File: config.mk
export PLATFORM = sky130hd
export DESIGN_NAME = angle_sipo_packer
export DESIGN_NICKNAME = d
export VERILOG_FILES = /design/src/rtl/angle_sipo_packer.sv
export SDC_FILE = /design/constraint.sdc
export NUM_CORES = 1
export LEC_CHECK = 0
export CAP_MARGIN = 15
export CORE_ASPECT_RATIO = 0.9
export CORE_MARGIN = 2
export CORE_UTILIZATION = 55
export CTS_CLUSTER_DIAMETER = 80
export DETAILED_ROUTE_END_ITERATION = 16
export PLACE_DENSITY_LB_ADDON = 0.12
export SETUP_SLACK_MARGIN = 0.5
export SYNTH_ARGS = -nofsm -noshare
export SYNTH_HDL_FRONTEND = slang
export SYNTH_SLANG_ARGS = --single-unit
File: constraint.sdc
create_clock -name clk -period 4 [get_ports clk]
set_input_delay 1.2 -clock clk [delete_from_list [all_inputs] [get_ports clk]]
set_output_delay 1.2 -clock clk [all_outputs]
set_load 0.1 [all_outputs]
File: src/rtl/angle_sipo_packer.sv
// Serial-to-parallel packer for the multiplexed arctan2 angle stream.
// Gathers PARALLEL consecutive angles into one wide word, with sync realignment and drop counting.
module angle_sipo_packer #(
    parameter int unsigned DIN_WIDTH = 16,
    parameter int unsigned PARALLEL  = 4,
    parameter int unsigned CNT_WIDTH = 16
) (
    input  logic                          clk,
    input  logic                          rst_n,
    input  logic                          ce,
    input  logic [DIN_WIDTH-1:0]          din,
    input  logic                          din_valid,
    input  logic                          sync,
    output logic [PARALLEL*DIN_WIDTH-1:0] dout,
    output logic                          dout_valid,
    output logic                          frame_drop,
    output logic                          busy,
    output logic [CNT_WIDTH-1:0]          frame_count,
    output logic [CNT_WIDTH-1:0]          drop_count
);

    localparam int unsigned DOUT_WIDTH = PARALLEL * DIN_WIDTH;
    localparam int unsigned LANE_CW    = (PARALLEL > 1) ? $clog2(PARALLEL) : 1;
    localparam int unsigned BUF_N      = (PARALLEL > 1) ? PARALLEL - 1 : 1;
    localparam logic [LANE_CW-1:0] LAST_LANE = LANE_CW'(PARALLEL - 1);

    if (PARALLEL < 2) begin : g_parallel_check
        $error("angle_sipo_packer: PARALLEL must be at least 2");
    end

    // Lane k of the buffer sits at the low end so {din, lane_q} yields the output lane order
    logic [BUF_N-1:0][DIN_WIDTH-1:0] lane_q, lane_d;
    logic [LANE_CW-1:0]              lane_cnt_q, lane_cnt_d;
    logic [DOUT_WIDTH-1:0]           dout_q, dout_d;
    logic                            dout_valid_q, dout_valid_d;
    logic                            frame_drop_q, frame_drop_d;
    logic                            busy_q, busy_d;
    logic [CNT_WIDTH-1:0]            frame_count_q, frame_count_d;
    logic [CNT_WIDTH-1:0]            drop_count_q, drop_count_d;

    // Next-state: sync takes priority over accept, including on a frame-completing cycle
    always_comb begin
        lane_d        = lane_q;
        lane_cnt_d    = lane_cnt_q;
        dout_d        = dout_q;
        dout_valid_d  = 1'b0;
        frame_drop_d  = 1'b0;
        frame_count_d = frame_count_q;
        drop_count_d  = drop_count_q;

        if (ce) begin
            if (sync) begin
                if (lane_cnt_q != '0) begin
                    frame_drop_d = 1'b1;
                    if (drop_count_q != '1) begin
                        drop_count_d = drop_count_q + CNT_WIDTH'(1);
                    end
                end
                if (din_valid) begin
                    lane_d[0]  = din;
                    lane_cnt_d = LANE_CW'(1);
                end else begin
                    lane_cnt_d = '0;
                end
            end else if (din_valid) begin
                if (lane_cnt_q == LAST_LANE) begin
                    dout_d        = {din, lane_q};
                    dout_valid_d  = 1'b1;
                    frame_count_d = frame_count_q + CNT_WIDTH'(1);
                    lane_cnt_d    = '0;
                end else begin
                    for (int unsigned k = 0; k < BUF_N; k++) begin
                        if (lane_cnt_q == LANE_CW'(k)) begin
                            lane_d[k] = din;
                        end
                    end
                    lane_cnt_d = lane_cnt_q + LANE_CW'(1);
                end
            end
        end

        busy_d = (lane_cnt_d != '0);
    end

    always_ff @(posedge clk or negedge rst_n) begin
        if (!rst_n) begin
            lane_q        <= '0;
            lane_cnt_q    <= '0;
            dout_q        <= '0;
            dout_valid_q  <= 1'b0;
            frame_drop_q  <= 1'b0;
            busy_q        <= 1'b0;
            frame_count_q <= '0;
            drop_count_q  <= '0;
        end else begin
            lane_q        <= lane_d;
            lane_cnt_q    <= lane_cnt_d;
            dout_q        <= dout_d;
            dout_valid_q  <= dout_valid_d;
            frame_drop_q  <= frame_drop_d;
            busy_q        <= busy_d;
            frame_count_q <= frame_count_d;
            drop_count_q  <= drop_count_d;
        end
    end

    assign dout        = dout_q;
    assign dout_valid  = dout_valid_q;
    assign frame_drop  = frame_drop_q;
    assign busy        = busy_q;
    assign frame_count = frame_count_q;
    assign drop_count  = drop_count_q;

endmodule

==> results of run 1 <==
==> flip-flops by register name (all words and copies together) (netlist names) <==
signal	cells
dout	64
lane_q	48
drop_count	16
frame_count	16
lane_cnt_q	2
busy	1
dout_valid	1
frame_drop	1
==> cell families (layout without fill, tap and decap cells) <==
kind of cell	Yosys count	count (layout)	synth area share
simple gates	261	261	0.194
flops	149	149	0.626
mux	50	50	0.0945
xor+xnor	30	30	0.0441
buf+inv	26	162	0.0214
fa+ha+maj	6	6	0.0126
compound gates	5	5	0.00756
==> synthesized netlist by cell type (all sizes together) (2+ instances only) <==
| library cell | instances |
|---|---|
| and2 | 2 |
| and3 | 3 |
| and4 | 3 |
| buf | 12 |
| clkbuf | 8 |
| dfrtp | 149 |
| ha | 6 |
| inv | 6 |
| mux2 | 50 |
| nand2 | 206 |
| nand3 | 11 |
| nand4 | 5 |
| nor2 | 9 |
| nor3 | 7 |
| nor3b | 2 |
| nor4 | 4 |
| or2 | 2 |
| xnor2 | 8 |
| xor2 | 22 |
==> final timing paths <==
path                           startpoint         endpoint  slack [ns]  cells after the start
hold reg to reg                lane_q[23]         dout[23]        0.46                      2
setup reg to reg            lane_cnt_q[0]  frame_count[12]        1.97                      5
setup / recovery           frame_count[3]   frame_count[3]        0.77                      1
hold / removal                 lane_q[23]         dout[23]        0.46                      2
min in group asynchronous           rst_n    drop_count[6]        0.82                      1
max in group asynchronous           rst_n         dout[55]        2.32                      2
==> power by group through the flow <==
stage | logic, mW | registers, mW | clock network [mW]
final | 2.26 | 2.08 | 1.69
after global routing | 2.35 | 2.12 | 1.77
after detailed placement | 2.27 | 2.10 | 0
after global placement | 2.24 | 2.08 | 0
after CTS | 2.28 | 2.08 | 1.71
after floorplan | 0.329 | 3.46 | 0
==> area by class of cell <==
| class | count | area [µm²] | area share |
|---|---|---|---|
| clock buffer | 20 | 457 | 0.0579 |
| sequential | 149 | 3730 | 0.473 |
| timing repair buffer | 124 | 1220 | 0.155 |
| tap | 133 | 166 | 0.0211 |
| clock inverter | 12 | 176 | 0.0224 |
| inverter | 6 | 22.5 | 0.00286 |
| multi-input combinational | 352 | 2110 | 0.268 |
==> metal layers <==
layer  up-vias  part of all wire
met1      2046              0.44
met4         0             0.017
met3        20             0.057
met2       109              0.49
li1       1959                 -
met5         -                 0
==> layout by cell type (no fill, tap or decap), drive strengths merged, types with 2 or more instances in the layout <==
cell and n:
ha 6, mux2 50, clkinv 5, nand4 5, xor2 22, bufinv 4
xnor2 8, clkbuf 20, nor2 9, nand3 11, and2 2, nand2 206
clkdlybuf4s50 111, clkinvlp 2, and3 3, nor3b 2, nor3 7, and4 3
inv 7, or2 2, dfrtp 149, nor4 4, buf 13
==> results.txt, run 1 <==
Status: complete, no violations
Pwr per Cell Area: 764 nW/µm²
Clock Power Share: 0.280
Sw frac: 0.425
Busiest grt layer: met2
Top cell type's share of synthesized area: 0.626
Detailed Route WL: 12400 µm
Share of layout cells above drive strength 1: 0.133
Number of synthesized flops with an enable pin: 0
Die X-Extent: 114 µm
Hold Vio Cnt, Final: 0
Final-layout fill cell count: 766
Syn Area/Cell: 11.3 µm²
Final WS setup: 0.772 ns
Kind of cell adding the most delay to the critical path: buffers and inverters
# diodes: 0
Worst hold path type: reg -> reg
Die Y: 103 µm
Bufs and invs on worst path: 1
Fin Setup TNS: 0 ns
GRT Util Overall: 0.229
CTS Hold Buffers Added: 0
Leakage: 3.93 nW
Residual DRC count: 0
Peak VDD IR: 0.000610 V
Synth area leader: dfrtp_1
Maximum capacitance violations: 0
Full die area: 11700 µm²
Max Freq: 310 MHz
Final hold slack: 0.461 ns
PostCTS Resize Cnt: 0
Iteration-0 DRC Markers: 254
# clock sinks: 149
Drt pass-1 iters: 4
Deepest clock path buffer count: 2
Clock Latency Late Sink: 0.43 ns
Core area: 10700 µm²
Crit-path slowest cell: clkdlybuf4s50_1
Fin nets: 677
Row cnt: 36
Ports: 120
Area grow syn2layout: 32.4%
Slowest stage delay, CP: 1.17 ns
Max-slew violations: 0
Synth Register Bits: 149
Seq pwr share: 0.345
Met2 Use GR: 0.364
GR Util met1: 0.288
WP data arrival: 2.03 ns
Global-route wire length before repair: 20400 µm
Clk slew on worst S/H paths: 0.06 ns
Startpoint type of the worst setup path: register
CP Cell Sequence: clkdlybuf4s50_1
Total grt overflow: 0
Final Core Density: 0.739
Synth area leaders: dfrtp_1 63%, nand2_1 13%, mux2_2 5.7%, mux2_1 3.8%, xor2_1 3.2%
YS warnings: 0
Combinational cell fraction of total power: 0.375
Net Switching: 2.56 mW
# Post-CTS Setup Buffers: 0
Ys async rst share: 1.00
Clock skew: 0.00567 ns
Syn Inst Count: 527
Vias per cell: 5.19
GRT met3 Usage: 0.0829
Pin count of the biggest net entering global routing: 86
IO Port Bufs: 119
Required time of the critical path: 2.80 ns
H-tree depth: 4
Max-slew headroom: 0.341
Vias: 4134
Layout Cells excl Fill: 796
Post-synthesis cell area: 5960 µm²
Pre-CTS setup slack: 0.777 ns
Initial antenna violation count: 0
Register area share after synthesis: 0.626
Gp weighted congestion: 0.739
Post-DP HPWL: 7950 µm
Total Power: 6.02 mW
Placed inst area: 7250 µm²
DR WL/cell: 15.6 µm
Crit path time final: 3.23 ns
Worst Setup Path Type: reg -> out
Final period util: 0.807
Worst-Margin Slew: 0.986 ns
CP Max Fanout: 4
CTS tree: yes
Root Buffer: clkbuf_16
Placed insts: 764
Layout Cell Area excl Fill: 7890 µm²
RSZ-0062 raised after global routing: false
CTS buffer count: 17
Post-Syn Nets: 554
Post-synth cell types: 38
Dominant synthesized flop cell: dfrtp_1
Final-report setup violation count: 0
Initial core utilization: 0.558
Pint: 3.47 mW
Post-DRT Antenna Nets: 0
Vias in the first global route: 4196
CP Capture Type: output pin
Power figures use the tool's default switching activity.
==> run 2: changes to the inputs <==
--- a/config.mk
+++ b/config.mk
@@ -8,7 +8,7 @@
 export CAP_MARGIN = 15
 export CORE_ASPECT_RATIO = 0.9
 export CORE_MARGIN = 2
-export CORE_UTILIZATION = 55
+export CORE_UTILIZATION = 51
 export CTS_CLUSTER_DIAMETER = 80
 export DETAILED_ROUTE_END_ITERATION = 16
 export PLACE_DENSITY_LB_ADDON = 0.12
==> constraint.sdc (replaced) <==
create_clock -name clk -period 3 [get_ports clk]
set_input_delay 0.9 -clock clk [delete_from_list [all_inputs] [get_ports clk]]
set_output_delay 0.9 -clock clk [all_outputs]
set_load 0.1 [all_outputs]
==> run 2 against run 1 <==
  * Setup slack got worse by 0.020 ns
  * Register-to-register slack got worse by 0.85 ns
  * Global-route usage decreased by 1.5 points
  * Via count grew 0.63%
  * Final area down 2.5%
  * Power is 30% higher
  * Combinational power up 30%
  * Die area up 7.6%
  * Count of clock-buffer cells in the layout rose by 4
  * Clock power is 27% higher
  * Routed wire length rose by 0.47%
  * Sequential cell count is the same
  * Critical path type is now in -> reg
  * Largest cell class unchanged
==> results.txt, run 2 (synthesis gave the netlist of run 1 again) <==
Full die area: 12600 µm² (+7.6%)
Vias: 4160 (+0.63%)
Startpoint type of the worst setup path: primary input
Hold Vio Cnt, Final: 0 (unchanged)
Die Y: 107 µm (+3.7%)
Largest register FFs: 64 (unchanged)
Clock skew: 0.00618 ns (+0.000508 ns)
GRT Util Overall: 0.214 (-0.0148)
Slowest stage delay, CP: 0.57 ns (-0.60 ns)
Post-DP HPWL: 8140 µm (+2.4%)
Root Buffer: clkbuf_16
Maximum capacitance violations: 0 (unchanged)
CP Cell Sequence: clkdlybuf4s50_1, and2b_1, and3b_2, nand2_4, mux2_2
Fin Setup TNS: 0 ns (unchanged)
Detailed Route WL: 12400 µm (+0.47%)
CP Capture Type: register
Worst-Margin Slew: 0.627 ns (-0.359 ns)
Worst hold path type: reg -> reg
CTS Hold Buffers Added: 0 (unchanged)
Gp weighted congestion: 0.778 (+5.3%)
Status: complete, no violations
Share of layout cells above drive strength 1: 0.270 (+0.137)
Core area: 11400 µm² (+7.1%)
Area of the multi-input gates: 2110 µm² (unchanged)
Initial antenna violation count: 0 (unchanged)
Drt pass-1 iters: 5 (+1)
Final WS setup: 0.753 ns (-0.0196 ns)
Crit path time final: 2.25 ns
FF-to-FF path depth: 8 (+3)
Pre-CTS setup slack: 0.316 ns (-0.461 ns)
Most common cell after layout, fill and taps aside: nand2_1
Pwr per Cell Area: 1020 nW/µm² (+34%)
Worst Setup Path Type: in -> reg
Sequential cell area: 3730 µm² (unchanged)
DR WL/cell: 15.1 µm (-2.8%)
WP data arrival: 2.54 ns (+0.51 ns)
CTS tree: yes
Vias per cell: 5.05 (-2.7%)
Reg2reg setup slack: 1.12 ns (-0.85 ns)
Most frequent cells in the layout: 204 x nand2_1, 149 x dfrtp_1, 106 x buf_4
Max-slew headroom: 0.582 (+0.241)
Deepest clock path buffer count: 2 (unchanged)
R2R Path End: drop_count[12]
Final-report setup violation count: 0 (unchanged)
Peak VDD IR: 0.000676 V (+11%)
Vias in the first global route: 4246 (+1.2%)
Ports: 120 (unchanged)
Clk slew on worst S/H paths: 0.06 ns (about the same)
H-tree depth: 4 (unchanged)
Post-DRT Antenna Nets: 0 (unchanged)
Die X-Extent: 118 µm (+3.7%)
# diodes: 0 (unchanged)
Residual DRC count: 0 (unchanged)
CTS buffer count: 17 (unchanged)
# clock sinks: 149 (unchanged)
Global-route wire length before repair: 21000 µm (+3.3%)
RSZ-0062 raised after global routing: false
Crit path from: sync
Iteration-0 DRC Markers: 307 (+21%)
Fin nets: 681 (+0.59%)
IO Port Bufs: 119 (unchanged)
Reg2Reg Launch Point: lane_cnt_q[0]
Max-slew violations: 0 (unchanged)
# Post-CTS Setup Buffers: 0 (unchanged)
Crit-path slowest cell: clkdlybuf4s50_1
Pin count of the biggest net entering global routing: 70 (-19%)
Area grow syn2layout: 29.1%
Final period util: 0.749
Required time of the critical path: 3.29 ns (+0.49 ns)
Final Core Density: 0.673 (-0.0662)
Total grt overflow: 0 (unchanged)
Max Freq: 445 MHz
Clock Latency Late Sink: 0.41 ns (-0.02 ns)
Initial core utilization: 0.521 (-0.0371)
CP Max Fanout: 16 (+12)
Leakage: 4.09 nW (+4.1%)
Final-layout fill cell count: 924 (+21%)
PostCTS Resize Cnt: 0 (unchanged)
Row cnt: 37 (+2.8%)
Critical Path End: lane_q[34]
[run 2: cell types whose count changed in the layout (fill, tap and decap cells not counted)]
cell / previous run / this run
buf_12: 1 / 2
clkbuf_1: 1 / 5
inv_6: 1 / 0
clkinv_4: 2 / 1
clkdlybuf4s50_1: 111 / 19
buf_4: 11 / 106
bufinv_16: 4 / 3
clkinv_2: 3 / 2
[run 2: cell type report]
type | count | area share
Inverter | 6 | 0.00293
Sequential cell | 149 | 0.485
Tap cell | 156 | 0.0254
Multi-Input combinational cell | 352 | 0.274
Clock buffer | 24 | 0.0613
Timing Repair Buffer | 128 | 0.135
Clock inverter | 8 | 0.0161
[run 2: layer usage]
metal	track usage	share of wire	routed length, µm
met1	0.280	0.44	5510
met2	0.348	0.50	6200
met3	0.0644	0.049	615
met4	0.0620	0.0091	113
met5	0	0	0
[run 2: worst max-delay path: cells and delay by family]
kind	cells	cell delay [ns]
buffers and inverters	1	0.57
multiplexers	1	0.37
AND/OR/NAND/NOR	3	0.69
[run 2: how the worst min path moves through the flow]
stage,startpoint,end,slack (ns),depth (start not counted)
2_1_floorplan,lane_q[0],dout[0],0.43,2
3_3_place_gp,lane_q[0],dout[0],0.44,2
3_5_place_dp,lane_q[28],dout[28],0.46,2
4_1_cts,lane_q[28],dout[28],0.46,2
5_1_grt,lane_q[11],dout[11],0.49,2
6_report,lane_q[17],dout[17],0.46,2
[run 2: per-stage QoR]
step / cells / area [µm²] / hold WS, ns / power (mW)
floorplan: 527 / 5960 / 0.433 / 5.05
CTS: 823 / 7690 / 0.462 / 7.90
finish: 823 / 7690 / 0.463 / 7.84
global placement: 791 / 7090 / 0.444 / 5.70
global route: 823 / 7690 / 0.486 / 8.15
detailed placement: 791 / 7090 / 0.456 / 5.75
[run 2: report_power, final]
| group | total, mW | leakage [nW] | internal [mW] | switching [mW] |
|---|---|---|---|---|
| Clock | 2.14 | 0.284 | 1.35 | 0.787 |
| Sequential | 2.77 | 1.95 | 2.48 | 0.296 |
| Combinational | 2.93 | 1.86 | 0.626 | 2.30 |
| Total | 7.84 | 4.09 | 4.45 | 3.39 |
